===== config.mk =====
export PLATFORM = sky130hd
export DESIGN_NAME = i2c_ram_arbiter
export DESIGN_NICKNAME = d
export VERILOG_FILES = /design/src/rtl/i2c_ram_arbiter.sv
export SDC_FILE = /design/constraint.sdc
export NUM_CORES = 1
export LEC_CHECK = 0
export ABC_AREA = 1
export BUFFER_PORTS_ARGS = -buffer_cell sky130_fd_sc_hd__buf_2
export CAP_MARGIN = 10
export CORE_ASPECT_RATIO = 1.25
export CORE_MARGIN = 1.5
export CORE_UTILIZATION = 44
export CTS_BUF_LIST = sky130_fd_sc_hd__clkbuf_4 sky130_fd_sc_hd__clkbuf_8
export CTS_CLUSTER_SIZE = 12
export DETAILED_ROUTE_END_ITERATION = 8
export PLACE_DENSITY = 0.81
export RECOVER_POWER = 25
export SLEW_MARGIN = 20
export SYNTH_ARGS = -nofsm -noshare
export SYNTH_HDL_FRONTEND = slang
export SYNTH_SLANG_ARGS = --single-unit

===== constraint.sdc =====
create_clock -name clock_in -period 1.95 [get_ports clock_in]
set_input_delay 0 -clock clock_in [delete_from_list [all_inputs] [get_ports clock_in]]
set_output_delay 0 -clock clock_in [all_outputs]
set_load 0.01 [all_outputs]

===== src/rtl/i2c_ram_arbiter.sv =====
// Two-port arbiter in front of the single-port I2C register RAM: round-robin
// between slave FSM and local host, lock-based ownership with bounded hold.
module i2c_ram_arbiter #(
  parameter int ADDR_W   = 7,
  parameter int DATA_W   = 8,
  parameter int MAX_HOLD = 4
) (
  input  logic              clock_in,
  input  logic              reset_in,
  input  logic              slv_req,
  input  logic              slv_wr,
  input  logic              slv_lock,
  input  logic [ADDR_W-1:0] slv_addr,
  input  logic [DATA_W-1:0] slv_wdata,
  output logic              slv_gnt,
  output logic [DATA_W-1:0] slv_rdata,
  output logic              slv_rvalid,
  input  logic              host_req,
  input  logic              host_wr,
  input  logic              host_lock,
  input  logic [ADDR_W-1:0] host_addr,
  input  logic [DATA_W-1:0] host_wdata,
  output logic              host_gnt,
  output logic [DATA_W-1:0] host_rdata,
  output logic              host_rvalid,
  output logic              ram_wr_en,
  output logic              ram_rd_en,
  output logic [ADDR_W-1:0] ram_addr,
  output logic [DATA_W-1:0] ram_wdata,
  input  logic [DATA_W-1:0] ram_rdata
);
  localparam int HW = $clog2(MAX_HOLD + 1);
  localparam logic [HW-1:0] HOLD_LIMIT = HW'(MAX_HOLD);

  typedef enum logic [1:0] {IDLE, OWN_SLV, OWN_HOST} state_t;

  state_t            state_q, state_d;
  logic              last_q, last_d;        // 0 = slave won last, 1 = host
  logic [HW-1:0]     hold_q, hold_d;
  logic              pend_q, pend_d;
  logic              pend_port_q, pend_port_d;
  logic [DATA_W-1:0] slv_rdata_q, slv_rdata_d;
  logic [DATA_W-1:0] host_rdata_q, host_rdata_d;
  logic              gs, gh, win_lock, own_acc, other_req;

  // Grant decode from registered state and live requests.
  always_comb begin
    gs = 1'b0;
    gh = 1'b0;
    if (!reset_in) begin
      unique case (state_q)
        IDLE: begin
          if (slv_req && (!host_req || last_q)) gs = 1'b1;
          else if (host_req)                    gh = 1'b1;
        end
        OWN_SLV: begin
          if (slv_req) begin
            if (hold_q == HOLD_LIMIT && host_req) gh = 1'b1;
            else                                  gs = 1'b1;
          end
        end
        OWN_HOST: begin
          if (host_req) begin
            if (hold_q == HOLD_LIMIT && slv_req) gs = 1'b1;
            else                                 gh = 1'b1;
          end
        end
        default: ;
      endcase
    end
  end

  always_comb begin
    state_d   = state_q;
    last_d    = last_q;
    hold_d    = hold_q;
    win_lock  = gh ? host_lock : slv_lock;
    own_acc   = (state_q == OWN_SLV && gs) || (state_q == OWN_HOST && gh);
    other_req = (state_q == OWN_SLV) ? host_req : slv_req;
    if (gs || gh) begin
      last_d = gh;
      if (own_acc) begin
        if (!win_lock) begin
          state_d = IDLE;
          hold_d  = '0;
        end else begin
          hold_d = other_req ? hold_q + 1'b1 : '0;
        end
      end else if (win_lock) begin
        // Fresh acquisition (from IDLE or a forced hand-over)
        state_d = gh ? OWN_HOST : OWN_SLV;
        hold_d  = HW'(1);
      end else begin
        state_d = IDLE;
        hold_d  = '0;
      end
    end else if (state_q != IDLE) begin
      state_d = IDLE;
      hold_d  = '0;
    end
  end

  always_comb begin
    pend_d       = (gs && !slv_wr) || (gh && !host_wr);
    pend_port_d  = gh;
    slv_rvalid   = pend_q && !pend_port_q && !reset_in;
    host_rvalid  = pend_q &&  pend_port_q && !reset_in;
    slv_rdata_d  = slv_rvalid  ? ram_rdata : slv_rdata_q;
    host_rdata_d = host_rvalid ? ram_rdata : host_rdata_q;
    slv_rdata    = reset_in ? '0 : slv_rdata_d;
    host_rdata   = reset_in ? '0 : host_rdata_d;
  end

  assign slv_gnt   = gs;
  assign host_gnt  = gh;
  assign ram_wr_en = (gs && slv_wr)  || (gh && host_wr);
  assign ram_rd_en = (gs && !slv_wr) || (gh && !host_wr);
  assign ram_addr  = gh ? host_addr  : slv_addr;
  assign ram_wdata = gh ? host_wdata : slv_wdata;

  always_ff @(posedge clock_in) begin
    if (reset_in) begin
      state_q      <= IDLE;
      last_q       <= 1'b1;
      hold_q       <= '0;
      pend_q       <= 1'b0;
      pend_port_q  <= 1'b0;
      slv_rdata_q  <= '0;
      host_rdata_q <= '0;
    end else begin
      state_q      <= state_d;
      last_q       <= last_d;
      hold_q       <= hold_d;
      pend_q       <= pend_d;
      pend_port_q  <= pend_port_d;
      slv_rdata_q  <= slv_rdata_d;
      host_rdata_q <= host_rdata_d;
    end
  end
endmodule


Word-level counts from Yosys, hierarchy flattened

Cells that the tools add are included.

Logic and storage cells: 74
Input port bits: 46
Output and inout bits: 37
Register bits: 24

Add/sub/neg operators: 1
Multiplexer cells: 35
Reductions and logical operators: 27
Eq/ne operators: 4

Operator list:

| operator                                                              | number |
|---|---|
| 8-bit two-way mux                                                     | 5 |
| 1-bit two-way mux                                                     | 16 |
| 3-bit two-way mux                                                     | 5 |
| 1-bit logical AND                                                     | 13 |
| 2-bit two-way mux                                                     | 6 |
| 7-bit two-way mux                                                     | 1 |
| 1-bit one-hot mux with 3 select lines                                 | 2 |
| 1-bit zero test                                                       | 5 |
| 1-bit logical OR                                                      | 5 |
| 2-bit nonzero test                                                    | 2 |
| 3-bit by 1-bit adder with 3-bit output, second input constant         | 1 |
| 3-bit equality test, second input constant                            | 1 |
| 3-bit inequality test, second input constant                          | 1 |
| 2-bit by 1-bit equality test with 1-bit output, second input constant | 1 |
| 2-bit equality test, second input constant                            | 1 |
| 2-bit zero test                                                       | 1 |
| 2-bit AND reduction                                                   | 1 |

Longest topological paths before layout

Gate-level depths: netlist (run 1).

Word-level depth: 10
Mapped depth: 13

Worst setup path after synthesis (run 1)

OpenSTA, ideal clock, no wires.

Kind: register to register
From: reg hold_q[0]
To: reg hold_q[1]
Path buffers: 1
Stages on the path, launching flop included: 14
Arrival: 1.309 ns
Path slack: 0.525 ns
Period minus slack after synthesis: 1.425 ns
Path through: dfxtp_1 inv_1 ha_1 nand3_1 nand2_1 nand2_2 inv_2 nor2_4 buf_6 nand2_2 nand2_1 inv_1 nand3_1 a21oi_1

Word-level cells in the longest chain between the ends: 10

RTL lines:

| element                                                | RTL line | source |
|---|---|---|
| from (decl)                                            | 39       | `logic [HW-1:0] hold_q, hold_d;` |
| from (signal assigned)                                 | 133      | `hold_q <= hold_d;` |
| 3-bit equality test                                    | 58, 64   |  |
| 1-bit logical AND (on tied branches)                   | 64, 58   |  |
| 1-bit two-way mux (on tied branches)                   | 64, 58   |  |
| 1-bit two-way mux (on tied branches)                   | 63, 57   |  |
| 1-bit one-hot mux with 3 select lines                  | 51       | `unique case (state_q)` |
| 1-bit two-way mux                                      | 50       | `if (!reset_in) begin` |
| 1-bit two-way mux or 1-bit logical AND (tied branches) | 77, 78   |  |
| 3-bit two-way mux or 1-bit logical OR (tied branches)  | 83, 78   |  |
| 3-bit two-way mux                                      | 82       | `if (own_acc) begin` |
| 3-bit two-way mux                                      | 80       | `if (gs \|\| gh) begin` |

Parallel ways exist; a longest one is shown, timed or not.
A chain may end at the register's enable or synchronous reset.

Worst setup path after layout (run 1)

From: reg hold_q[0]
To: out ram_addr[5]

Word-level cells in the longest chain between the ends: 7

RTL lines:

| element                                   | RTL line | source |
|---|---|---|
| 3-bit equality test (*)                   | 58, 64   |  |
| 1-bit logical AND (on tied branches)      | 64, 58   |  |
| 1-bit two-way mux (on tied branches)      | 64, 58   |  |
| 1-bit two-way mux (on tied branches)      | 63, 57   |  |
| 1-bit one-hot mux with 3 select lines (*) | 51       |  |
| 1-bit two-way mux (*)                     | 50       |  |
| 7-bit two-way mux (*)                     | 118      | `assign ram_addr = gh ? host_addr : slv_addr;` |
| to (decl)                                 | 28       | `output logic [ADDR_W-1:0] ram_addr,` |

Every way passes the cells marked *; elsewhere a longest branch is shown, timed or not.

==> run summary, run 1 <==
The number of vias after detailed routing is 1569. The detailed-route vias per instance came out at 4.74. The filler cell count came out at 256. The post-route total power is 1.10 mW. In the final layout, the share of cells above drive strength 1 is 0.387.

After synthesis, the share of flip-flops with an asynchronous set or reset is 0. In this run the critical register-to-register path is captured at hold_q[1]. The distinct cell type count of the synthesized netlist came out at 26. The clock sink total came out at 24.

The final setup violation count is 0. The worst-case reg-to-reg path depth is 12. Counting flops and latches in the post-synthesis netlist gives 24. The number of antenna violations at the first check in global routing came out at 0. The area added between synthesis and finish came out at 49.4%.

0 antenna diodes ended up in the layout. The count of input and output buffers came out at 82. Among all cell types in the netlist, the one instantiated most often is nand2_1. The min-delay analysis places its worst path in the category primary input to register. The total area inside the core boundary comes to 2760 um^2. The starting DRC count in detailed routing came out at 30. The utilization of the core after routing came out at 0.707. The maximum fanout along the worst path came out at 12. The floorplan die area came out at 3300 um^2. By count the netlist is led by 62 x nand2_1, 24 x dfxtp_1, 20 x inv_1. Before CTS, the worst setup slack after placement is 0.313 ns. The final worst clock skew is 0.0125 ns. The standard-cell row count is 21. In the final timing run, aggregate negative setup slack is 0 ns. The sequential fraction of the synthesis area came out at 0.368. The number of maximum-capacitance constraint violations came out at 0. Among all stages on the critical path, the largest delay is contributed by dfxtp_2. Derived from the worst setup path, the maximum achievable clock frequency is 0.548 GHz. The final-stage net count is 346. Ranked by total cell area, the synthesized netlist is headed by dfxtp_1 37%, nand2_1 18%, o21ai_0 6.1%, a21oi_1 5.8%, inv_1 5.8%. The I/O pin count came out at 83.

The post-layout instance area is 1950 um^2. The global-route total usage across every layer is 0.224. The delay of the slowest critical-path stage is 0.35 ns. The x dimension of the die came out at 51.7 um. The clock latency on the worst-skew pair is 0.32 ns. Summing all multi-input logic gate instances after layout gives 696 um^2. The final-report max-slew violation count is 0. The detail route stage leaves a number of antenna-violating nets equal to 0.

The total overflow left after global routing is 0. The mean instance size in the synthesized netlist is 6.62 um^2. The number of global-route vias before repair was 1465. The number of nets handed over by synthesis was 245. Subtracting the final worst setup slack from the clock period gives 1.82 ns. Summing all placed instances gives a cell area of 1740 um^2. Hold timing on the final database bottoms out at a slack of 0.0377 ns. The routed wire length per instance came out at 11.0 um.

Summed over all cells, the static leakage comes to 1.10 nW. The wire length of the first global-routing pass is 5750 um. The final estimated routing congestion in global placement came out at 0.833. Among the stages of the critical path, the cell type that occurs most often is nand2_1. The share of the clock period used by the worst path after layout is 0.935. The maximum buffer depth of the clock tree is 2. The number of placed instances with taps included came out at 309. The headroom to the max-slew limit came out at 0.684. The critical path starts at hold_q[0]. Setup repair after global routing left no endpoint under its margin.

The signal on the critical path passes through inv_1 > ha_2 > nand4_1 > nand2_2 > inv_2 > nor2_4 > buf_6 > nand2_1 > nand2_1 > buf_2. The post-detailed-routing wire length is 3630 um. Power spread over the standard cell area amounts to 566 nW/um^2.

TritonCTS built the clock tree. The effective utilization at floorplan is 0.473. At the worst endpoint, the arrival time is 1.82 ns. The post-synthesis cell count is 197.

The number of enable flip-flop cells after synthesis is 0. The startpoint of the worst register-to-register path is hold_q[0]. The root buffer cell chosen for the clock tree is clkbuf_4. The run finished with clean final reports. STA classifies the critical path startpoint as a register.

The post-synthesis cell area came out at 1310 um^2. The prevailing post-synth register cell is dfxtp_1. The maximum number of pins on one net before global-route repair is 20. The category of the most critical setup path is register to primary output. The setup slack on the worst flop-to-flop path is 0.14 ns. The number of clock buffers inserted by TritonCTS is 3. The non-filler instance count after layout came out at 331. The depth of the CTS H-tree came out at 1. At the worst endpoint, the required time is 1.95 ns. VDD sags by at most 0.000507 V.

STA classifies the critical path endpoint as a primary output. The final number of hold-violating endpoints is 0. The critical path ends at ram_addr[5].

The slack of the critical path is 0.127 ns. The share of the synthesized area in the top cell type came out at 0.368. The number of detailed-routing iterations run before antenna repair came out at 4. The clock transition time at the flip-flop clock pins of the worst setup and hold paths is 0.13 ns. The biggest area contributor in the post-synthesis netlist is dfxtp_1. The pin slew with the least headroom to its limit is 0.474 ns. The count of unresolved DRC violations after routing is 0.

Measured along the y axis, the die boundary spans 63.9 um. The area taken by flip-flops and latches is 483 um^2. Detailed placement finished with a half-perimeter wire length of 2590 um. The number of synthesis warnings is 0.
cell type report:
type / count / share of cell area
clock buffers: 4 / 0.0186
well taps: 34 / 0.0218
repair buffers: 104 / 0.310
multi-input cells: 142 / 0.357
inverters: 23 / 0.0449
flip-flops and latches: 24 / 0.248
registers in the layout (all words and copies together), names as in the netlist:
signal,cells
pend_port_q,1
pend_q,1
slv_rdata_q,8
last_q,1
host_rdata_q,8
state_q,2
hold_q,3
per-layer routing:
| metal | track usage | part of all wire | vias up |
|---|---|---|---|
| met1 | 0.228 | 0.38 | 678 |
| met3 | 0.0280 | 0.056 | 11 |
| met5 | 0 | 0 | - |
| li1 | - | - | 818 |
| met2 | 0.423 | 0.53 | 62 |
| met4 | 0.118 | 0.029 | 0 |
how the worst min path moves through the flow:
stage,start,to,slack (ns),depth (start not counted)
2_1_floorplan,reset_in,slv_rvalid,0.05,1
4_1_cts,slv_lock,state_q[0],0.03,5
3_3_place_gp,host_lock,state_q[1],0.23,3
5_1_grt,slv_lock,state_q[0],0.05,5
3_5_place_dp,host_lock,state_q[1],0.23,3
6_report,slv_lock,state_q[0],0.04,5
cells by family (layout without fill, tap and decap cells):
family                     after synthesis  after routing  synth area share
AOI/OAI and AO/OA                       36             36             0.145
DFF                                     24             24             0.368
xor gates and xnor gates                 1              1           0.00671
and+or+nand+nor                        103            103             0.355
adders and majority gates                2              2            0.0192
buffers and inverters                   31            131             0.106
report_power, final:
| part | internal (mW) | switching (mW) |
|---|---|---|
| Sequential | 0.516 | 0.00954 |
| Combinational | 0.146 | 0.172 |
| Clock | 0.114 | 0.146 |
critical path: cells and delay by family, from the launching register on:
family	cells	cell delay (ns)
simple gates	5	0.54
buf+inv	4	0.40
flops	1	0.35
fa+ha+maj	1	0.20
timing repair:
| action | CTS | global route |
|---|---|---|
| buffers inserted | 3 | 3 |
| hold buffers | 12 | 0 |
| pin swaps | 1 | 0 |
| setup endpoints to repair | 11 | 14 |
| resized for setup | 0 | 5 |
| hold endpoints to repair | 20 | 0 |
cell usage in the layout (no fill, tap or decap), drive strengths merged:
cell type / Yosys / routed
nor3: 3 / 3
buf: 5 / 90
nand4: 1 / 1
clkinv: 1 / 1
clkbuf: 3 / 6
a21oi: 15 / 15
dfxtp: 24 / 24
o211ai: 1 / 1
nor2: 19 / 19
nand2: 69 / 69
xnor2: 1 / 1
nand3: 10 / 10
inv: 22 / 22
ha: 2 / 2
dlygate4sd3: 0 / 12
o21ai: 17 / 17
or2: 1 / 1
a22o: 1 / 1
o22ai: 2 / 2
No activity file was read; power rests on OpenSTA's default activity.
==> run 2: changes to the inputs <==
--- a/config.mk
+++ b/config.mk
@@ -8,7 +8,6 @@
 export ABC_AREA = 1
 export BUFFER_PORTS_ARGS = -buffer_cell sky130_fd_sc_hd__buf_2
 export CAP_MARGIN = 10
-export CORE_ASPECT_RATIO = 1.25
 export CORE_MARGIN = 1.5
 export CORE_UTILIZATION = 44
 export CTS_BUF_LIST = sky130_fd_sc_hd__clkbuf_4 sky130_fd_sc_hd__clkbuf_8
@@ -20,3 +19,4 @@
 export SYNTH_ARGS = -nofsm -noshare
 export SYNTH_HDL_FRONTEND = slang
 export SYNTH_SLANG_ARGS = --single-unit
+export TNS_END_PERCENT = 20
==> run 2 against run 1 <==
  * Largest cell class unchanged
  * Clock power fell by 3%
  * Hold slack worse by 0.0083 ns
  * Routed wire length down 4.7%
  * Combinational power down 1%
  * Final area is 0.83% lower
==> run summary, run 2 (synthesized netlist as in run 1, its figures left out) <==
The total overflow reported by the global router came out at 0 (unchanged). The nature of the critical path endpoint was a primary output (unchanged). The headroom to the max-slew limit was 0.686 (was 0.684).

Outcome: finished, final reports clean (unchanged). The final-stage net count came out at 343 (was 346). The data arrival at the endpoint of the critical path is 1.81 ns (was 1.82 ns).

The internal power contribution is 0.774 mW (was 0.777 mW). The maximum clock rate is 0.552 GHz (was 0.548 GHz). The final worst clock skew is 0.000685 ns (was 0.0125 ns).

The final estimated routing congestion in global placement was 0.800 (was 0.833). The worst slack at placement came out at 0.340 ns (was 0.313 ns). The number of clock buffers inserted by TritonCTS came to 3 (unchanged). The maximum buffer depth of the clock tree came to 2 (unchanged). The global-route total usage across every layer is 0.210 (was 0.224). The final hold slack came to 0.0293 ns (was 0.0377 ns). The sequential share of power was 0.481 (was 0.476).

The count of input and output buffers came out at 82 (unchanged). The post-detailed-routing wire length is 3460 um (was 3630 um). The switching fraction of total power came out at 0.293 (was 0.297). The clock transition time at the flip-flop clock pins of the worst setup and hold paths came out at 0.12 ns (was 0.13 ns). The fraction of power consumed by combinational cells is 0.287 (was 0.288).

The data required time of the worst path came out at 1.95 ns (about the same). The share of the clock period used by the worst path after layout came to 0.929 (was 0.935). The accumulated negative setup slack is 0 ns (unchanged). The antenna diode count came out at 0 (unchanged). The pin slew with the least headroom to its limit is 0.471 ns (was 0.474 ns). The area taken by flip-flops and latches came out at 483 um^2 (unchanged). The filler cell count came to 255 (was 256). The area added between synthesis and finish came to 48.1% (was 49.4%). The non-filler instance count after layout is 325 (was 331).

The detailed-route vias per instance came out at 4.61 (was 4.74). The clock latency on the worst-skew pair came out at 0.31 ns (was 0.32 ns). The number of global-route vias before repair came to 1433 (was 1465).

The core area is 2780 um^2 (was 2760 um^2). The final setup violation count was 0 (unchanged). The area of combinational cells with multiple inputs is 693 um^2 (was 696 um^2).

The clock sink total came out at 24 (unchanged). The die height came out at 57.5 um (was 63.9 um). The effective utilization at floorplan is 0.469 (was 0.473).

The maximum number of pins on one net before global-route repair was 20 (unchanged). The placed wire-length estimate after detailed placement came to 2610 um (was 2590 um). The number of maximum-capacitance constraint violations came to 0 (unchanged). The worst supply voltage drop on vdd is 0.000538 V (was 0.000507 V). The starting DRC count in detailed routing came out at 36 (was 30). The x dimension of the die is 57.5 um (was 51.7 um). The leading cell type in the layout, fill and taps excluded is buf_2 (unchanged). The final number of hold-violating endpoints came out at 0 (unchanged). The maximum fanout along the worst path came out at 12 (unchanged). The post-route total power came out at 1.09 mW (was 1.10 mW).

The fraction of layout cells with a size suffix above 1 came out at 0.378 (was 0.387). Biggest registers after layout: host_rdata_q (8), slv_rdata_q (8), hold_q (3) (unchanged). The count of unresolved DRC violations after routing is 0 (unchanged).

The standard-cell row count came out at 19 (was 21). The power density over cell area came out at 566 nW/um^2 (about the same). The number of detailed-routing iterations run before antenna repair came to 4 (unchanged).

The area of placed instances came out at 1730 um^2 (was 1740 um^2). The utilization of the core after routing came to 0.695 (was 0.707). The floorplan die area came out at 3300 um^2 (about the same). The number of antenna violations at the first check in global routing is 0 (unchanged). The routed wire length per instance came to 10.6 um (was 11.0 um). The I/O pin count came out at 83 (unchanged). The switching power was 0.320 mW (was 0.328 mW).

The post-layout instance area came out at 1930 um^2 (was 1950 um^2). The slack of the critical path is 0.139 ns (was 0.127 ns). The class of the tightest hold or removal check is primary input to register (unchanged).

The category of the most critical setup path was register to primary output (unchanged). The depth of the CTS H-tree came out at 1 (unchanged). The clock network fraction of design power was 0.232 (was 0.236). The number of placed instances with taps included came out at 306 (was 309). The CTS tree is built (unchanged). The count of antenna-violating nets left after detailed routing came to 0 (unchanged). The leakage component of the power came out at 1.09 nW (was 1.10 nW). The number of vias after detailed routing is 1497 (was 1569). The final-report max-slew violation count is 0 (unchanged). The wire length of the first global-routing pass came out at 5660 um (was 5750 um). The nature of the critical path startpoint is a register (unchanged). Most frequent cells in the layout: 81 x buf_2, 62 x nand2_1, 22 x dfxtp_1, 20 x inv_1, 16 x o21ai_0 (unchanged).

The final critical path time including I/O delays and setup is 1.81 ns (was 1.82 ns). The clock root buffer master was clkbuf_4 (unchanged).
==> run 2: cell count changes in the layout (fill, tap and decap cells not counted) <==
cell,delta
buf_4,-4
buf_12,+1
ha_1,+1
ha_2,-1
==> run 2: routing by layer <==
layer,vias up,part of all wire,GRT usage
met4,0,0.0066,0.0465
met2,56,0.52,0.425
met1,623,0.40,0.219
li1,814,-,-
met5,-,0,0
met3,4,0.070,0.0363
==> run 2: final timing paths <==
kind | end | cells after the start | slack, ns | from
setup / recovery | ram_wdata[7] | 11 | 0.14 | hold_q[0]
setup reg to reg | hold_q[2] | 13 | 0.21 | hold_q[0]
hold reg to reg | hold_q[1] | 2 | 0.49 | hold_q[1]
hold / removal | state_q[0] | 5 | 0.03 | slv_lock
==> run 2: cell type report <==
cell class,count,area share
flip-flops and latches,24,0.250
repair buffers,101,0.307
multi-input cells,142,0.359
inverters,23,0.0453
well taps,31,0.0201
clock buffers,4,0.0188
==> run 2: power by group through the flow <==
stage	clock [mW]	combinational (mW)	sequential [mW]
3_3_place_gp	0	0.280	0.536
3_5_place_dp	0	0.283	0.537
4_1_cts	0.264	0.304	0.526
6_report	0.254	0.314	0.526
2_1_floorplan	0	0.166	0.534
5_1_grt	0.290	0.347	0.530
==> run 2: repair_timing <==
item	4_1_cts	5_1_grt
hold endpoints to repair	19	0
endpoints found under the setup margin	6	18
pin swaps	0	1
buffers inserted	0	4
hold buffers	12	0
gates resized for setup	1	3
==> run 2: critical path, cell delays in order (launching register included) <==
cell	delay (ns)
dfxtp_2	0.37
inv_1	0.04
ha_1	0.22
nand3_1	0.09
nand2_1	0.06
nand2_2	0.10
inv_2	0.06
nor2_4	0.14
buf_6	0.15
nand2_1	0.06
nand2_1	0.07
buf_2	0.13
